[config.mk]
export PLATFORM = sky130hd
export DESIGN_NAME = scsi_io_arbiter
export DESIGN_NICKNAME = d
export VERILOG_FILES = /design/src/rtl/scsi_io_arbiter.sv
export SDC_FILE = /design/constraint.sdc
export NUM_CORES = 1
export LEC_CHECK = 0
export CAP_MARGIN = 10
export CORE_UTILIZATION = 30
export DETAILED_ROUTE_END_ITERATION = 10
export PLACE_DENSITY = 0.71
export SETUP_SLACK_MARGIN = 0.05
export SLEW_MARGIN = 15
export SYNTH_ARGS = -nofsm -noshare
export SYNTH_HDL_FRONTEND = slang
export SYNTH_SLANG_ARGS = --single-unit
[constraint.sdc]
create_clock -name clk -period 2.3 [get_ports clk]
set_input_delay 0.46 -clock clk [delete_from_list [all_inputs] [get_ports clk]]
set_output_delay 0.46 -clock clk [all_outputs]
set_load 0.02 [all_outputs]
[src/rtl/scsi_io_arbiter.sv]
// scsi_io_arbiter
// Shares the io controller's single SD block-transfer interface between two
// SCSI target instances. Requests are granted round-robin. Each grant adds
// that channel's LBA base offset, issues one block read or write, and steers
// the sector-buffer write strobe, the read-back data and the ack to the
// granted target. A request from an unmounted channel completes at once with
// a dummy ack.
//
// Ports:
//   clk, rst_n            system clock, asynchronous active-low reset
//   mounted[1:0]          bit i set when channel i has an image attached
//   io_lba0/1             per-channel block address
//   io_rd0/1, io_wr0/1    per-channel level requests, held until ack
//   io_ack0/1             per-channel ack
//   buff_din0/1           per-channel sector data going to the SD side
//   buff_wr[1:0]          per-channel sector write strobe (read data)
//   sd_lba                offset block address to the io controller
//   sd_rd, sd_wr          block read / write request to the io controller
//   sd_ack                high while the io controller moves the block
//   sd_buff_wr            io controller write strobe into the target buffer
//   sd_buff_din           granted target's data to the io controller
//   timeout_err           sticky: a request was abandoned waiting for sd_ack
module scsi_io_arbiter #(
  parameter logic [31:0] BASE0   = 32'd0,
  parameter logic [31:0] BASE1   = 32'd0,
  parameter logic [23:0] TIMEOUT = 24'd12_000_000
) (
  input  logic        clk,
  input  logic        rst_n,
  input  logic [1:0]  mounted,
  input  logic [31:0] io_lba0,
  input  logic        io_rd0,
  input  logic        io_wr0,
  output logic        io_ack0,
  input  logic [31:0] io_lba1,
  input  logic        io_rd1,
  input  logic        io_wr1,
  output logic        io_ack1,
  input  logic [7:0]  buff_din0,
  input  logic [7:0]  buff_din1,
  output logic [1:0]  buff_wr,
  output logic [31:0] sd_lba,
  output logic        sd_rd,
  output logic        sd_wr,
  input  logic        sd_ack,
  input  logic        sd_buff_wr,
  output logic [7:0]  sd_buff_din,
  output logic        timeout_err
);

  typedef enum logic [2:0] {
    IDLE,
    ISSUE,
    XFER,
    SKIP,
    DONE
  } state_e;

  state_e      state_q, state_d;
  logic        gnt_q, gnt_d;
  logic        last_q, last_d;
  logic [31:0] lba_q, lba_d;
  logic [23:0] timer_q, timer_d;
  logic        sdRd_q, sdRd_d;
  logic        sdWr_q, sdWr_d;
  logic        err_q, err_d;

  logic        req0, req1;
  logic        pickCh;
  logic        pickRd;

  assign req0 = io_rd0 | io_wr0;
  assign req1 = io_rd1 | io_wr1;

  // State register. last_q resets to 1 so channel 0 wins the first tie.
  always_ff @(posedge clk or negedge rst_n) begin
    if (!rst_n) begin
      state_q <= IDLE;
      gnt_q   <= 1'b0;
      last_q  <= 1'b1;
      lba_q   <= 32'd0;
      timer_q <= 24'd0;
      sdRd_q  <= 1'b0;
      sdWr_q  <= 1'b0;
      err_q   <= 1'b0;
    end else begin
      state_q <= state_d;
      gnt_q   <= gnt_d;
      last_q  <= last_d;
      lba_q   <= lba_d;
      timer_q <= timer_d;
      sdRd_q  <= sdRd_d;
      sdWr_q  <= sdWr_d;
      err_q   <= err_d;
    end
  end

  // Next-state logic. The grant, direction and offset address are captured
  // once in IDLE; requests are not looked at again until the next IDLE, so a
  // request that drops early still runs to completion.
  always_comb begin
    state_d = state_q;
    gnt_d   = gnt_q;
    last_d  = last_q;
    lba_d   = lba_q;
    timer_d = timer_q;
    sdRd_d  = sdRd_q;
    sdWr_d  = sdWr_q;
    err_d   = err_q;
    pickCh  = (req0 && req1) ? ~last_q : req1;
    pickRd  = pickCh ? io_rd1 : io_rd0;

    case (state_q)
      IDLE: begin
        if (req0 || req1) begin
          gnt_d   = pickCh;
          lba_d   = pickCh ? (io_lba1 + BASE1) : (io_lba0 + BASE0);
          timer_d = 24'd0;
          if (mounted[pickCh]) begin
            state_d = ISSUE;
            sdRd_d  = pickRd;
            sdWr_d  = ~pickRd;
          end else begin
            state_d = SKIP;
          end
        end
      end
      ISSUE: begin
        // An ack in the same cycle as the last timer tick still wins.
        if (sd_ack) begin
          sdRd_d  = 1'b0;
          sdWr_d  = 1'b0;
          state_d = XFER;
        end else if (timer_q == TIMEOUT - 24'd1) begin
          sdRd_d  = 1'b0;
          sdWr_d  = 1'b0;
          err_d   = 1'b1;
          state_d = SKIP;
        end else begin
          timer_d = timer_q + 24'd1;
        end
      end
      XFER: begin
        if (!sd_ack) begin
          state_d = DONE;
        end
      end
      SKIP: begin
        state_d = DONE;
      end
      DONE: begin
        last_d  = gnt_q;
        state_d = IDLE;
      end
      default: begin
        state_d = IDLE;
      end
    endcase
  end

  // Data-path steering and acks. The ack is a straight pass-through of
  // sd_ack during XFER and a forced one-cycle pulse in SKIP; the non-granted
  // channel never sees an ack.
  always_comb begin
    io_ack0     = 1'b0;
    io_ack1     = 1'b0;
    buff_wr     = 2'b00;
    sd_buff_din = 8'd0;
    if (state_q == XFER) begin
      if (gnt_q) begin
        io_ack1     = sd_ack;
        buff_wr     = {sd_buff_wr, 1'b0};
        sd_buff_din = buff_din1;
      end else begin
        io_ack0     = sd_ack;
        buff_wr     = {1'b0, sd_buff_wr};
        sd_buff_din = buff_din0;
      end
    end else if (state_q == SKIP) begin
      io_ack0 = ~gnt_q;
      io_ack1 = gnt_q;
    end
  end

  assign sd_lba      = lba_q;
  assign sd_rd       = sdRd_q;
  assign sd_wr       = sdWr_q;
  assign timeout_err = err_q;

endmodule

==> out/results.txt <==
status -> finished clean
Worst R2R Path Depth -> 6
first-pass GRT wire length -> 14840 um
drt wl/cell -> 14.32 um
CTS Root Cell -> clkbuf_8
number of distinct library cells after synthesis -> 40
initial DRC count -> 171
CTS tree -> built
post-synth top area share -> 47.95%
top post-synthesis cells by area -> dfrtp_1 (48%), mux2i_1 (16%), nor2_1 (5.9%), a21oi_1 (5.6%), nand2_1 (3.7%)
unrepaired setup endpoints after global routing -> no
post-CTS setup buffers -> 0
Worst Max-Slew Pin Slew -> 0.5338 ns
CP top delay family -> simple AND/OR/NAND/NOR gates
crit path DAT -> 1.69 ns
routed vias -> 3126
row count -> 37
total of warnings raised by yosys -> 0
Final Non-Filler Cells -> 637
clock buffer depth -> 2
cell count after placement -> 621
crit-path max cell delay -> 0.38 ns
GRT overflow -> 0
TritonCTS Buffers -> 9
Tmin final -> 2.154 ns
leading area contributor after synthesis -> dfrtp_1
DP HPWL -> 6880 um
io pins -> 137
initial core utilization -> 31.43%
overall power -> 5.926 mW
Initial DRT Pass Iterations -> 4
die area -> 0.01138 mm2
clk_lat worst skew -> 0.34 ns
Critical Path Fanout Max -> 8
Setup TNS -> 0 ns
# diodes -> 0
Max H-tree Level -> 3
Residual DRC -> 0
worst path required time -> 1.84 ns
I/O Buffers -> 136
Max Slew Vio Count -> 0
Syn Nets -> 438
most frequent cells in the layout -> clkdlybuf4s50_1 (123), dfrtp_1 (62), nor2_1 (52)
Critical Path Sink Type -> output pin
Mapped Avg Cell Area -> 9.476 um2
Slew HR -> 64.12%
vias in the first global route -> 3117
Pwr per Cell Area -> 1141 mW/mm2
Setup WS post-layout -> 0.1462 ns
sum of buffers and inverters on the critical path -> 1
Overall Global Routing Usage -> 16.52%
Via-to-Cell Ratio -> 4.907
# fillers -> 1003
share of layout cells above drive strength 1 -> 9.780%
critical path class -> reg -> out
Hold Path Class -> in -> async
Antenna Nets Post-Route -> 0
largest net degree at the start of global routing -> 51
critical path cell sequence -> nand2b_1 > nand2b_2 > nor2_1 > dlygate4sd2_1
Synth Cell Area -> 0.003288 mm2
initial antenna violation count -> 0
clock transition at the registers of the reported paths -> 0.08 ns
fin crit share -> 93.64%
Chip Height -> 106.7 um
final net count -> 587
Core ar. -> 0.01046 mm2
Crit-path slowest cell -> dfrtp_1
peak supply drop -> 592.7 uV
pre-CTS WS -> 0.06480 ns
Finish-stage setup viols -> 0
commonest non-fill, non-tap cell in the layout -> clkdlybuf4s50_1
WP depth -> 4
startpoint types -> flip-flop
Max-Cap Viols -> 0
Synth Register Bits -> 64
gpl congestion -> 0.7978
area of the multi-input gates -> 0.001609 mm2
number of hold violations in the final report -> 0
total wire length -> 9122 um
maximum clock frequency -> 0.4643 GHz
area delta synth->final -> 57.91%
Mapped Cells -> 347
Seq/Total Area, Yosys -> 48.74%
FF+latch area -> 0.001604 mm2
leakage power -> 2.255 nW
chip width -> 106.7 um
clock sinks -> 64
Worst Clk Skew -> 0.008811 ns
-- cells by family (layout without fill, tap and decap cells) --
family,Yosys count,after routing,synth area share [%]
buffers and inverters,26,180,3.272
DFF,64,64,48.74
and+or+nand+nor,136,136,19.71
muxes,52,52,15.87
adders and majority gates,1,1,0.3805
AOI/OAI and AO/OA,67,67,11.76
xor gates and xnor gates,1,1,0.2664
-- sequential cells by signal, summed over array words and instances, names as in the netlist --
register	flops
gnt_q	1
last_q	1
sd_lba	32
sd_rd	1
sd_wr	1
state_q	3
timeout_err	1
timer_q	24
-- Yosys cell counts --
| library cell | n |
|---|---|
| a21oi_1 | 37 |
| a21oi_2 | 1 |
| a221o_1 | 1 |
| a22o_1 | 1 |
| a31o_2 | 1 |
| a31oi_1 | 7 |
| a41oi_1 | 2 |
| and2_1 | 2 |
| and3_1 | 5 |
| buf_1 | 4 |
| buf_2 | 8 |
| clkbuf_1 | 5 |
| dfrtp_1 | 63 |
| dfstp_2 | 1 |
| ha_1 | 1 |
| inv_1 | 9 |
| mux2_2 | 1 |
| mux2i_1 | 51 |
| nand2_1 | 32 |
| nand2b_1 | 5 |
| nand3_1 | 13 |
| nand3b_1 | 1 |
| nand4_1 | 7 |
| nor2_1 | 52 |
| nor2b_1 | 2 |
| nor3_1 | 6 |
| nor3b_1 | 1 |
| nor4_1 | 5 |
| nor4_4 | 1 |
| o211ai_1 | 1 |
| o21ai_0 | 11 |
| o21bai_1 | 1 |
| o311ai_0 | 2 |
| o31ai_1 | 1 |
| o41ai_1 | 1 |
| or2_4 | 1 |
| or3_1 | 1 |
| or4b_1 | 1 |
| or4b_4 | 1 |
| xor2_1 | 1 |
-- power by group --
group | total (mW) | internal [mW] | switching, mW
clock network | 1.22 | 0.755 | 0.461
logic | 2.95 | 1.36 | 1.59
registers | 1.76 | 1.50 | 0.258
total | 5.93 | 3.62 | 2.31
-- worst paths after layout --
kind	from	end	slack (ns)
min in group clk	timer_q[23]	timer_q[23]	0.48
setup reg to reg	timer_q[19]	timer_q[13]	0.20
hold / removal	rst_n	timer_q[15]	0.06
hold reg to reg	timer_q[23]	timer_q[23]	0.48
max in group asynchronous	rst_n	last_q	1.59
setup / recovery	state_q[2]	sd_buff_din[0]	0.15
-- final cells by class --
cell class              instances  area share [%]
clock buffers                  10           2.651
flip-flops and latches         64           30.89
clock inverters                 6           2.217
inverters                       9          0.6506
repair buffers                155           29.33
multi-input cells             257           30.99
well taps                     136           3.277
-- what timing repair did --
item / CTS / global route
gates cloned: 0 / 0
endpoints found under the setup margin: 12 / 3
hold buffers: 0 / 0
endpoints found under the hold margin: 0 / 0
pin swaps: 0 / 0
resized for setup: 14 / 3
-- per-layer routing --
metal	GRT usage (%)	up-vias	wire length (um)
met1	19.88	1476	3717
met4	4.599	0	77
met5	0	-	0
met2	29.08	115	4726
met3	4.195	6	600
li1	-	1529	-
-- per-stage QoR --
step / utilization [%] / cell area (um2) / hold WS (ns)
after global placement: 47.20 / 4938 / 0.4352
after CTS: 49.51 / 5180 / 0.06505
after floorplan: - / 3288 / 0.1644
after detailed placement: 47.20 / 4938 / 0.4499
final: 49.63 / 5192 / 0.05910
after global routing: 49.63 / 5192 / 0.07947
Note: power is estimated with default switching activity, not from simulation.
